--- config.mk ---
export PLATFORM = sky130hd
export DESIGN_NAME = im_prefetch_buffer
export DESIGN_NICKNAME = d
export VERILOG_FILES = /design/src/rtl/im_prefetch_buffer.sv
export SDC_FILE = /design/constraint.sdc
export NUM_CORES = 1
export LEC_CHECK = 0
export ABC_AREA = 1
export CORE_UTILIZATION = 56
export DETAILED_ROUTE_END_ITERATION = 6
export PLACE_DENSITY = 0.78
export REMOVE_ABC_BUFFERS = 1
export SLEW_MARGIN = 20
export SYNTH_ARGS = -nofsm -noshare
export SYNTH_HDL_FRONTEND = slang
export SYNTH_SLANG_ARGS = --single-unit
--- constraint.sdc ---
create_clock -name clk -period 2.4 [get_ports clk]
set_input_delay 0.24 -clock clk [delete_from_list [all_inputs] [get_ports clk]]
set_output_delay 0.24 -clock clk [all_outputs]
set_load 0.01 [all_outputs]
--- src/rtl/im_prefetch_buffer.sv ---
// im_prefetch_buffer: sequential IM fetch into a PC-tagged FWFT FIFO with flush and halt.
// Optional statistics counters are enabled by defining PF_STATS_EN.
module im_prefetch_buffer #(
    parameter int ADDR_WIDTH = 8,
    parameter int DATA_WIDTH = 16,
    parameter int DEPTH      = 4,
    parameter int PTR_WIDTH  = 2
) (
    input  logic                  clk,
    input  logic                  rst_n,
    input  logic                  start,
    input  logic                  halt,
    input  logic                  flush,
    input  logic [ADDR_WIDTH-1:0] flush_pc,
    output logic [ADDR_WIDTH-1:0] im_addr,
    output logic                  im_rd,
    input  logic [DATA_WIDTH-1:0] im_r_data,
    output logic                  if_valid,
    output logic [DATA_WIDTH-1:0] if_instr,
    output logic [ADDR_WIDTH-1:0] if_pc,
    input  logic                  if_ready,
`ifdef PF_STATS_EN
    output logic [15:0]           stat_flushed,
    output logic [15:0]           stat_stall,
`endif
    output logic [PTR_WIDTH:0]    count
);

    typedef enum logic [1:0] {IDLE, RUN, HALTED} state_t;

    state_t                state, state_nxt;
    logic [ADDR_WIDTH-1:0] fetch_pc, issue_pc, pend_pc;
    logic                  pend, issue, flushing, push, pop, credit;
    logic [PTR_WIDTH+1:0]  load;
    logic [PTR_WIDTH-1:0]  wr_ptr, rd_ptr;
    logic [DATA_WIDTH-1:0] mem_d [DEPTH];
    logic [ADDR_WIDTH-1:0] mem_p [DEPTH];

    // Occupancy plus both outstanding reads must stay below DEPTH so a push never hits a full FIFO.
    assign load     = {1'b0, count} + {{(PTR_WIDTH+1){1'b0}}, pend} + {{(PTR_WIDTH+1){1'b0}}, im_rd};
    assign credit   = load < (PTR_WIDTH+2)'(DEPTH);
    assign flushing = flush && state != IDLE;
    assign push     = pend && !flushing;
    assign pop      = if_valid && if_ready && !flushing;
    assign if_valid = count != '0;
    assign if_instr = mem_d[rd_ptr];
    assign if_pc    = mem_p[rd_ptr];
    assign issue    = state_nxt == RUN && !flushing && credit;

    // Next state and the PC to issue from; start in IDLE restarts at PC 0.
    always_comb begin
        state_nxt = state;
        issue_pc  = fetch_pc;
        if (state == IDLE) begin
            if (start) begin
                state_nxt = RUN;
                issue_pc  = '0;
            end
        end else begin
            state_nxt = halt ? HALTED : RUN;
        end
    end

    // Fetch state, registered IM request and response tracking.
    always_ff @(posedge clk or negedge rst_n) begin
        if (!rst_n) begin
            state    <= IDLE;
            fetch_pc <= '0;
            im_addr  <= '0;
            im_rd    <= 1'b0;
            pend     <= 1'b0;
            pend_pc  <= '0;
        end else begin
            state   <= state_nxt;
            im_rd   <= issue;
            pend    <= im_rd && !flushing;
            pend_pc <= im_addr;
            if (issue) begin
                im_addr  <= issue_pc;
                fetch_pc <= issue_pc + 1'b1;
            end else if (flushing) begin
                fetch_pc <= flush_pc;
            end
        end
    end

    // FIFO pointers and occupancy; flush empties the queue and drops any pop.
    always_ff @(posedge clk or negedge rst_n) begin
        if (!rst_n) begin
            wr_ptr <= '0;
            rd_ptr <= '0;
            count  <= '0;
        end else if (flushing) begin
            wr_ptr <= '0;
            rd_ptr <= '0;
            count  <= '0;
        end else begin
            if (push) wr_ptr <= wr_ptr + 1'b1;
            if (pop) rd_ptr <= rd_ptr + 1'b1;
            if (push && !pop) count <= count + 1'b1;
            else if (pop && !push) count <= count - 1'b1;
        end
    end

    // FIFO storage: instruction word tagged with the PC it was fetched from.
    always_ff @(posedge clk or negedge rst_n) begin
        if (!rst_n) begin
            for (int i = 0; i < DEPTH; i++) begin
                mem_d[i] <= '0;
                mem_p[i] <= '0;
            end
        end else if (push) begin
            mem_d[wr_ptr] <= im_r_data;
            mem_p[wr_ptr] <= pend_pc;
        end
    end

`ifdef PF_STATS_EN
    logic [16:0] fl_sum;
    assign fl_sum = {1'b0, stat_flushed} + 17'(count) + 17'(pend) + 17'(im_rd);

    // Saturating counters of discarded fetches and of empty-FIFO cycles while running.
    always_ff @(posedge clk or negedge rst_n) begin
        if (!rst_n) begin
            stat_flushed <= '0;
            stat_stall   <= '0;
        end else if (state == IDLE && start) begin
            stat_flushed <= '0;
            stat_stall   <= '0;
        end else begin
            if (flushing) stat_flushed <= fl_sum[16] ? 16'hFFFF : fl_sum[15:0];
            if (state == RUN && !if_valid && stat_stall != 16'hFFFF) stat_stall <= stat_stall + 1'b1;
        end
    end
`endif

endmodule

==> results of run 1 <==
-- state kept, by name, summed over array words and instances (netlist names) --
signal    cells
mem_d        64
mem_p        32
fetch_pc      8
im_addr       8
pend_pc       8
count         3
rd_ptr        2
state         2
wr_ptr        2
im_rd         1
pend          1
-- synthesized netlist by cell type --
cell type	n	area (um^2)
clkbuf_1	14	52.6
nand2_2	4	25.0
fa_1	1	20.0
o211ai_1	1	7.51
nor3_1	1	5.00
inv_1	51	191
a21oi_1	3	15.0
o21bai_1	1	7.51
nor2_4	2	22.5
nand2_4	6	67.6
nand2_1	161	604
xnor2_1	3	26.3
nand3_2	1	10.0
buf_2	9	45.0
dfrtp_1	131	3280
nand3_4	1	17.5
o21a_1	1	7.51
nor2_2	2	12.5
o21ai_1	69	345
ha_1	6	75.1
nand3_1	8	40.0
o22ai_1	25	156
inv_2	1	3.75
nor2_8	2	40.0
o21ai_0	69	345
nand3b_1	2	15.0
xor2_1	1	8.76
buf_6	13	146
nor2_1	61	229
o21ai_2	17	149
-- layout by cell type, fill, tap and decap left out, types with 8 or more instances in the layout --
cell type	synthesis	routed
clkbuf_16	0	16
dfrtp_1	131	131
o21ai_2	17	17
inv_1	51	50
o21ai_1	69	69
o22ai_1	25	25
nor2_1	61	61
o21ai_0	69	69
nand3_1	8	8
nand2_1	161	161
clkdlybuf4s50_1	0	59
-- power by group --
part | total [mW] | internal, mW | switching [mW]
clock | 2.37 | 1.49 | 0.876
combinational | 4.00 | 1.84 | 2.16
sequential | 3.50 | 3.02 | 0.480
-- cell type report --
class / count / area share
clock inverter: 5 / 0.00692
multi-input combinational: 448 / 0.311
timing repair buffer: 76 / 0.110
inverter: 52 / 0.0270
sequential: 131 / 0.453
clock buffer: 25 / 0.0683
tap: 136 / 0.0235
-- worst paths after layout --
| kind | from | to | slack (ns) | cells past startpoint |
|---|---|---|---|---|
| max | rd_ptr[0] | if_pc[1] | 0.02 | 4 |
| min | rst_n | mem_d[11] | 0.10 | 2 |
| max reg2reg | count[2] | count[2] | 0.43 | 10 |
| min reg2reg | im_addr[2] | pend_pc[2] | 0.40 | 0 |
| max in group asynchronous | rst_n | mem_d[49] | 1.60 | 3 |
| min in group clk | halt | state[1] | 0.29 | 3 |
-- metal layers --
| layer | part of all wire | track usage | routed length, um |
|---|---|---|---|
| met5 | 0 | 0 | 0 |
| met4 | 0.016 | 0.0956 | 198 |
| met3 | 0.060 | 0.0711 | 763 |
| met2 | 0.48 | 0.400 | 6100 |
| met1 | 0.44 | 0.323 | 5610 |
-- worst reg2reg max path, cell delays in order, from the launching register on --
cell and delay [ns]:
dfrtp_1 0.45, inv_1 0.10, nand3_1 0.16, nand2_1 0.12
nand2_1 0.16, inv_1 0.07, fa_1 0.38, xnor2_1 0.15
xor2_1 0.16, nand3_1 0.07, nand2_1 0.05
-- what timing repair did --
| action | 4_1_cts | 5_1_grt |
|---|---|---|
| resized for setup | 2 | 10 |
| pin swaps | 0 | 1 |
| setup endpoints to repair | 7 | 19 |
| gates cloned | 0 | 0 |
| hold buffers | 1 | 0 |
| endpoints found under the hold margin | 131 | 0 |
-- kinds of logic after synthesis --
logic type / Yosys count / synth area share
compound gates: 186 / 0.173
xor+xnor: 4 / 0.00587
fa+ha+maj: 7 / 0.0159
buf+inv: 88 / 0.0736
flops: 131 / 0.549
simple gates: 251 / 0.182
==> results.toml, run 1 <==
[status]
result_of_the_run = "finished, final reports clean"

[timing]
worst_clock_skew_ns = 0.00536
rsz0062_at_grt = "true"
post-route-min-period_ns = 2.38
worstMarginPinSlew_ns = 0.572
worst_slew_margin_rel = 0.619
timing.final.max_slew_violations = 0
setup-tns-final_ns = 0
timing.fmax_ghz = 0.420
finalHoldWorstSlack_ns = 0.104
timing.final.ws_setup_ns = 0.0199
fin_crit_sh = 0.992
setup_viol = 0
hold_violations = 0

[final_layout]
combined_area_of_the_multi_input_logic_cells_mm2 = 0.00225
stdcell_area_mm2 = 0.00724
core_util_final = 0.701
antenna_cells_inserted = 0
final_layout_size_suffix_gt1_frac = 0.100
instances_no_fill = 873
finalNetCount = 763
seq_area_mm2 = 0.00328
flow.area_growth_from_synthesis_pct = 21.2
filler_cell_count = 754

[critical_path]
worst_ep_arrival_time_ns = 2.14
slowest_delay_ns = 0.57
timing.critical_path.from_type = "flop"
path_max_fanout = 25
critical_path.endpoint_type = "output pin"
category_of_the_critical_setup_timing_path = "reg2out"
cp_slowest_cell = "clkdlybuf4s50_1"
critical_path_buf_inv_count = 2
timing.critical_path.cells = "buf_4 > o21ai_0 > o22ai_1 > clkdlybuf4s50_1"
worst_path_dominant_cell_family = "buffers and inverters"
crit_required_ns = 2.16

[global_route]
antenna_found_initial = 0
grt_usage = 0.250
grt_first_pass_wirelength_um = 21500
vias_in_the_first_global_route = 4595
grt_start_max_net_pins = 84
grt_remaining_overflow = 0

[yosys]
postSynthCellCount = 667
syn-cell-area_mm2 = 0.00597
mean_instance_size_in_the_synthesized_netlist_um2 = 8.95
postSynthRegisterBits = 131
register_area_share_after_synthesis = 0.549
yosysUniqueCellTypes = 30
yosys_warnings = 0

[floorplanning]
die_width_um = 105
floorplan.die.height_um = 105
io-pin-count = 67
die_area_mm2 = 0.0111
floorplan.rows = 37
start_util = 0.578
floorplan.core_area_mm2 = 0.0103

[worst_hold_path]
holdCritPathClass = "in2async"

[clocking]
clock_latency_ns = 0.53
clock_slew_at_reported_path_ffs_ns = 0.05
clock_tree.buffer_depth = 2
root_buffer = "clkbuf_8"
cts-buffers-inserted = 17
tritoncts_clock_tree = "yes"
cts_htree_levels = 4
clock_sink_count = 131
post_cts.repair.setup_buffers = 0

[drt]
antenna_violating_nets_post_route = 0
avgViaCountPerCell = 5.42
detail_route.drc_violations = 0
detailedRoute.firstIterationViolations = 365
route.final.wire_length_um = 12700
detailroute.via_count = 4730
wl_per_cell_um = 14.5
drtPass1Iterations = 5

[place]
placement.io_buffers = 66
placed_cell_area_mm2 = 0.00665
placed_cells = 842
gp_routability_congestion = 0.834
detailed_place_hpwl_um = 7820
dp_worst_setup_slack_ns = 0.145

[flow_run]
drv.max_cap_violation_count = 0

[power_and_ir_drop]
power.static_leakage_nw = 3.54
total_power_mw = 9.86
power-per-cell-area_mw_per_mm2 = 1360
max-vdd-ir-drop_mv = 0.717
Note: power is estimated with default switching activity, not from simulation.
==> inputs of run 2 (changes only) <==
CELL_PAD_IN_SITES_DETAIL_PLACEMENT = 1   (was unset)
CELL_PAD_IN_SITES_GLOBAL_PLACEMENT = 2   (was unset)
CORE_UTILIZATION = 35   (was 56)
PLACE_DENSITY = 0.79   (was 0.78)
==> run 2 against run 1 <==
Compared with the run above:
- wire length up 24%
- global-route usage is 5.9 points lower
- register-to-register slack got worse by 0.05 ns
- critical endpoint is now if_instr[10]
- non-clock buffer count rose by 9
- hold slack better by 0.29 ns
- via count about the same
- combinational power up 6.0%
==> results.toml, run 2 (synthesis results as in run 1) <==
[timing]
setup-tns-final_ns = 0
post-route-min-period_ns = 2.34
timing.final.max_slew_violations = 0
fin_crit_sh = 0.973
worst_clock_skew_ns = 0.00403
timing.final.ws_setup_ns = 0.0647
hold_violations = 0
setup_viol = 0
timing.fmax_ghz = 0.428
worstMarginPinSlew_ns = 0.673
worst_slew_margin_rel = 0.551

[worst_hold_path]
min_from = "halt"
worst_hold_path.num_cells = 3
holdCritPathClass = "in2reg"

[final_layout]
biggestRegsByFlops = "mem_d (64), mem_p (32)"
filler_cell_count = 1885
max_reg_flops = 64
flow.area_growth_from_synthesis_pct = 25.2
final_layout_size_suffix_gt1_frac = 0.111
layout_commonest_cell = "nand2_1"
finalNetCount = 772
final_cell_mix = "nand2_1, dfrtp_1, o21ai_0, o21ai_1, clkdlybuf4s50_1"
stdcell_area_mm2 = 0.00748
largest-register = "mem_d"
antenna_cells_inserted = 0
instances_no_fill = 967

[place]
gp_routability_congestion = 0.781
placed_cells = 934
placed_cell_area_mm2 = 0.00689
placement.io_buffers = 66
detailed_place_hpwl_um = 9870
dp_worst_setup_slack_ns = 0.259

[clocking]
cts-buffers-inserted = 17
clock_sink_count = 131
clock_slew_at_reported_path_ffs_ns = 0.06
cts_htree_levels = 4
tritoncts_clock_tree = "yes"
root_buffer = "clkbuf_16"
clock_latency_ns = 0.41
clock_tree.buffer_depth = 2

[global_route]
grt_remaining_overflow = 0
grt_usage = 0.190
antenna_found_initial = 0
vias_in_the_first_global_route = 5204
grt_start_max_net_pins = 51
grt_first_pass_wirelength_um = 26200

[floorplanning]
die_width_um = 133
die_area_mm2 = 0.0176
floorplan.rows = 47
floorplan.die.height_um = 133
floorplan.core_area_mm2 = 0.0166
io-pin-count = 67
start_util = 0.359

[critical_path]
worst-r2r-cell-count = 10
worst_ep_arrival_time_ns = 2.10
cp_slowest_cell = "clkdlybuf4s50_1"
category_of_the_critical_setup_timing_path = "reg2out"
crit_required_ns = 2.16
critical_path.endpoint_type = "output pin"
setup.worst_path.start = "rd_ptr[0]"
timing.critical_path.cells = "inv_2 > buf_12 > nor2_1 > o22ai_1 > clkdlybuf4s50_1"
slowest_delay_ns = 0.59
path_max_fanout = 25
timing.critical_path.from_type = "flop"
reg2reg_from = "count[2]"

[power_and_ir_drop]
power-per-cell-area_mw_per_mm2 = 1360
max-vdd-ir-drop_mv = 0.556
power.static_leakage_nw = 3.54

[drt]
detailroute.via_count = 4727
avgViaCountPerCell = 4.89
antenna_violating_nets_post_route = 0
detailedRoute.firstIterationViolations = 163
detail_route.drc_violations = 0
drtPass1Iterations = 4
wl_per_cell_um = 16.2
route.final.wire_length_um = 15700

[status]
result_of_the_run = "finished, final reports clean"

[flow_run]
drv.max_cap_violation_count = 0
## run 2: cell count changes in the layout (fill, tap and decap cells not counted), moves of 2 or more
cell,before,now
clkdlybuf4s50_1,59,64
clkbuf_16,16,18
clkbuf_8,6,4
clkbuf_1,3,5
buf_4,6,10
buf_12,3,8
dlymetal6s2s_1,6,0
## run 2: worst paths after layout
check                                     to  slack [ns]
worst max-delay path            if_instr[10]        0.06
max in group asynchronous          mem_p[28]        1.29
worst min register to register    pend_pc[2]        0.41
worst min-delay path                state[1]        0.39
min in group asynchronous          mem_d[57]        0.40
worst max register to register      count[2]        0.38
## run 2: metal layers
metal,vias up,GRT usage,part of all wire
met5,-,0,0
met4,0,0.0549,0.010
met3,14,0.0418,0.031
met2,68,0.329,0.48
met1,2323,0.238,0.48
li1,2322,-,-
## run 2: repair_timing
item,4_1_cts,5_1_grt
hold endpoints to repair,45,0
endpoints found under the setup margin,2,7
setup buffers,0,0
gates resized for setup,2,1
gates cloned,0,1
hold buffers,1,0
## run 2: cell type report
class	instances	area, um^2	area share
Clock buffer	26	499	0.0668
Inverter	52	195	0.0261
Timing Repair Buffer	85	920	0.123
Tap cell	220	275	0.0368
Clock inverter	5	50.0	0.00669
Sequential cell	131	3280	0.438
Multi-Input combinational cell	448	2260	0.302
## run 2: through the flow
step | power, mW | hold slack [ns] | utilization
after floorplan | 5.69 | -0.0556 | -
after global placement | 7.61 | 0.310 | 0.414
after detailed placement | 7.77 | 0.323 | 0.414
after CTS | 10.3 | 0.374 | 0.448
after global routing | 10.9 | 0.396 | 0.449
final | 10.2 | 0.392 | 0.449
## run 2: worst max-delay path, delay by kind of cell (launching register included)
family                 cells  cell delay, ns
DFF                        1            0.43
buffers and inverters      3            0.93
and+or+nand+nor            1            0.06
AOI/OAI and AO/OA          1            0.25
## run 2: report_power, final
| part | switching [mW] | total, mW | internal [mW] |
|---|---|---|---|
| logic | 2.30 | 4.24 | 1.94 |
| clock network | 0.915 | 2.44 | 1.52 |
| registers | 0.501 | 3.52 | 3.01 |
| total | 3.72 | 10.2 | 6.47 |
==> inputs of run 3 (changes only) <==
ABC_CLOCK_PERIOD_IN_PS = 2400   (was unset)
==> results of run 3 <==
The final DEF is identical to that of run 2; final timing and power are the same.
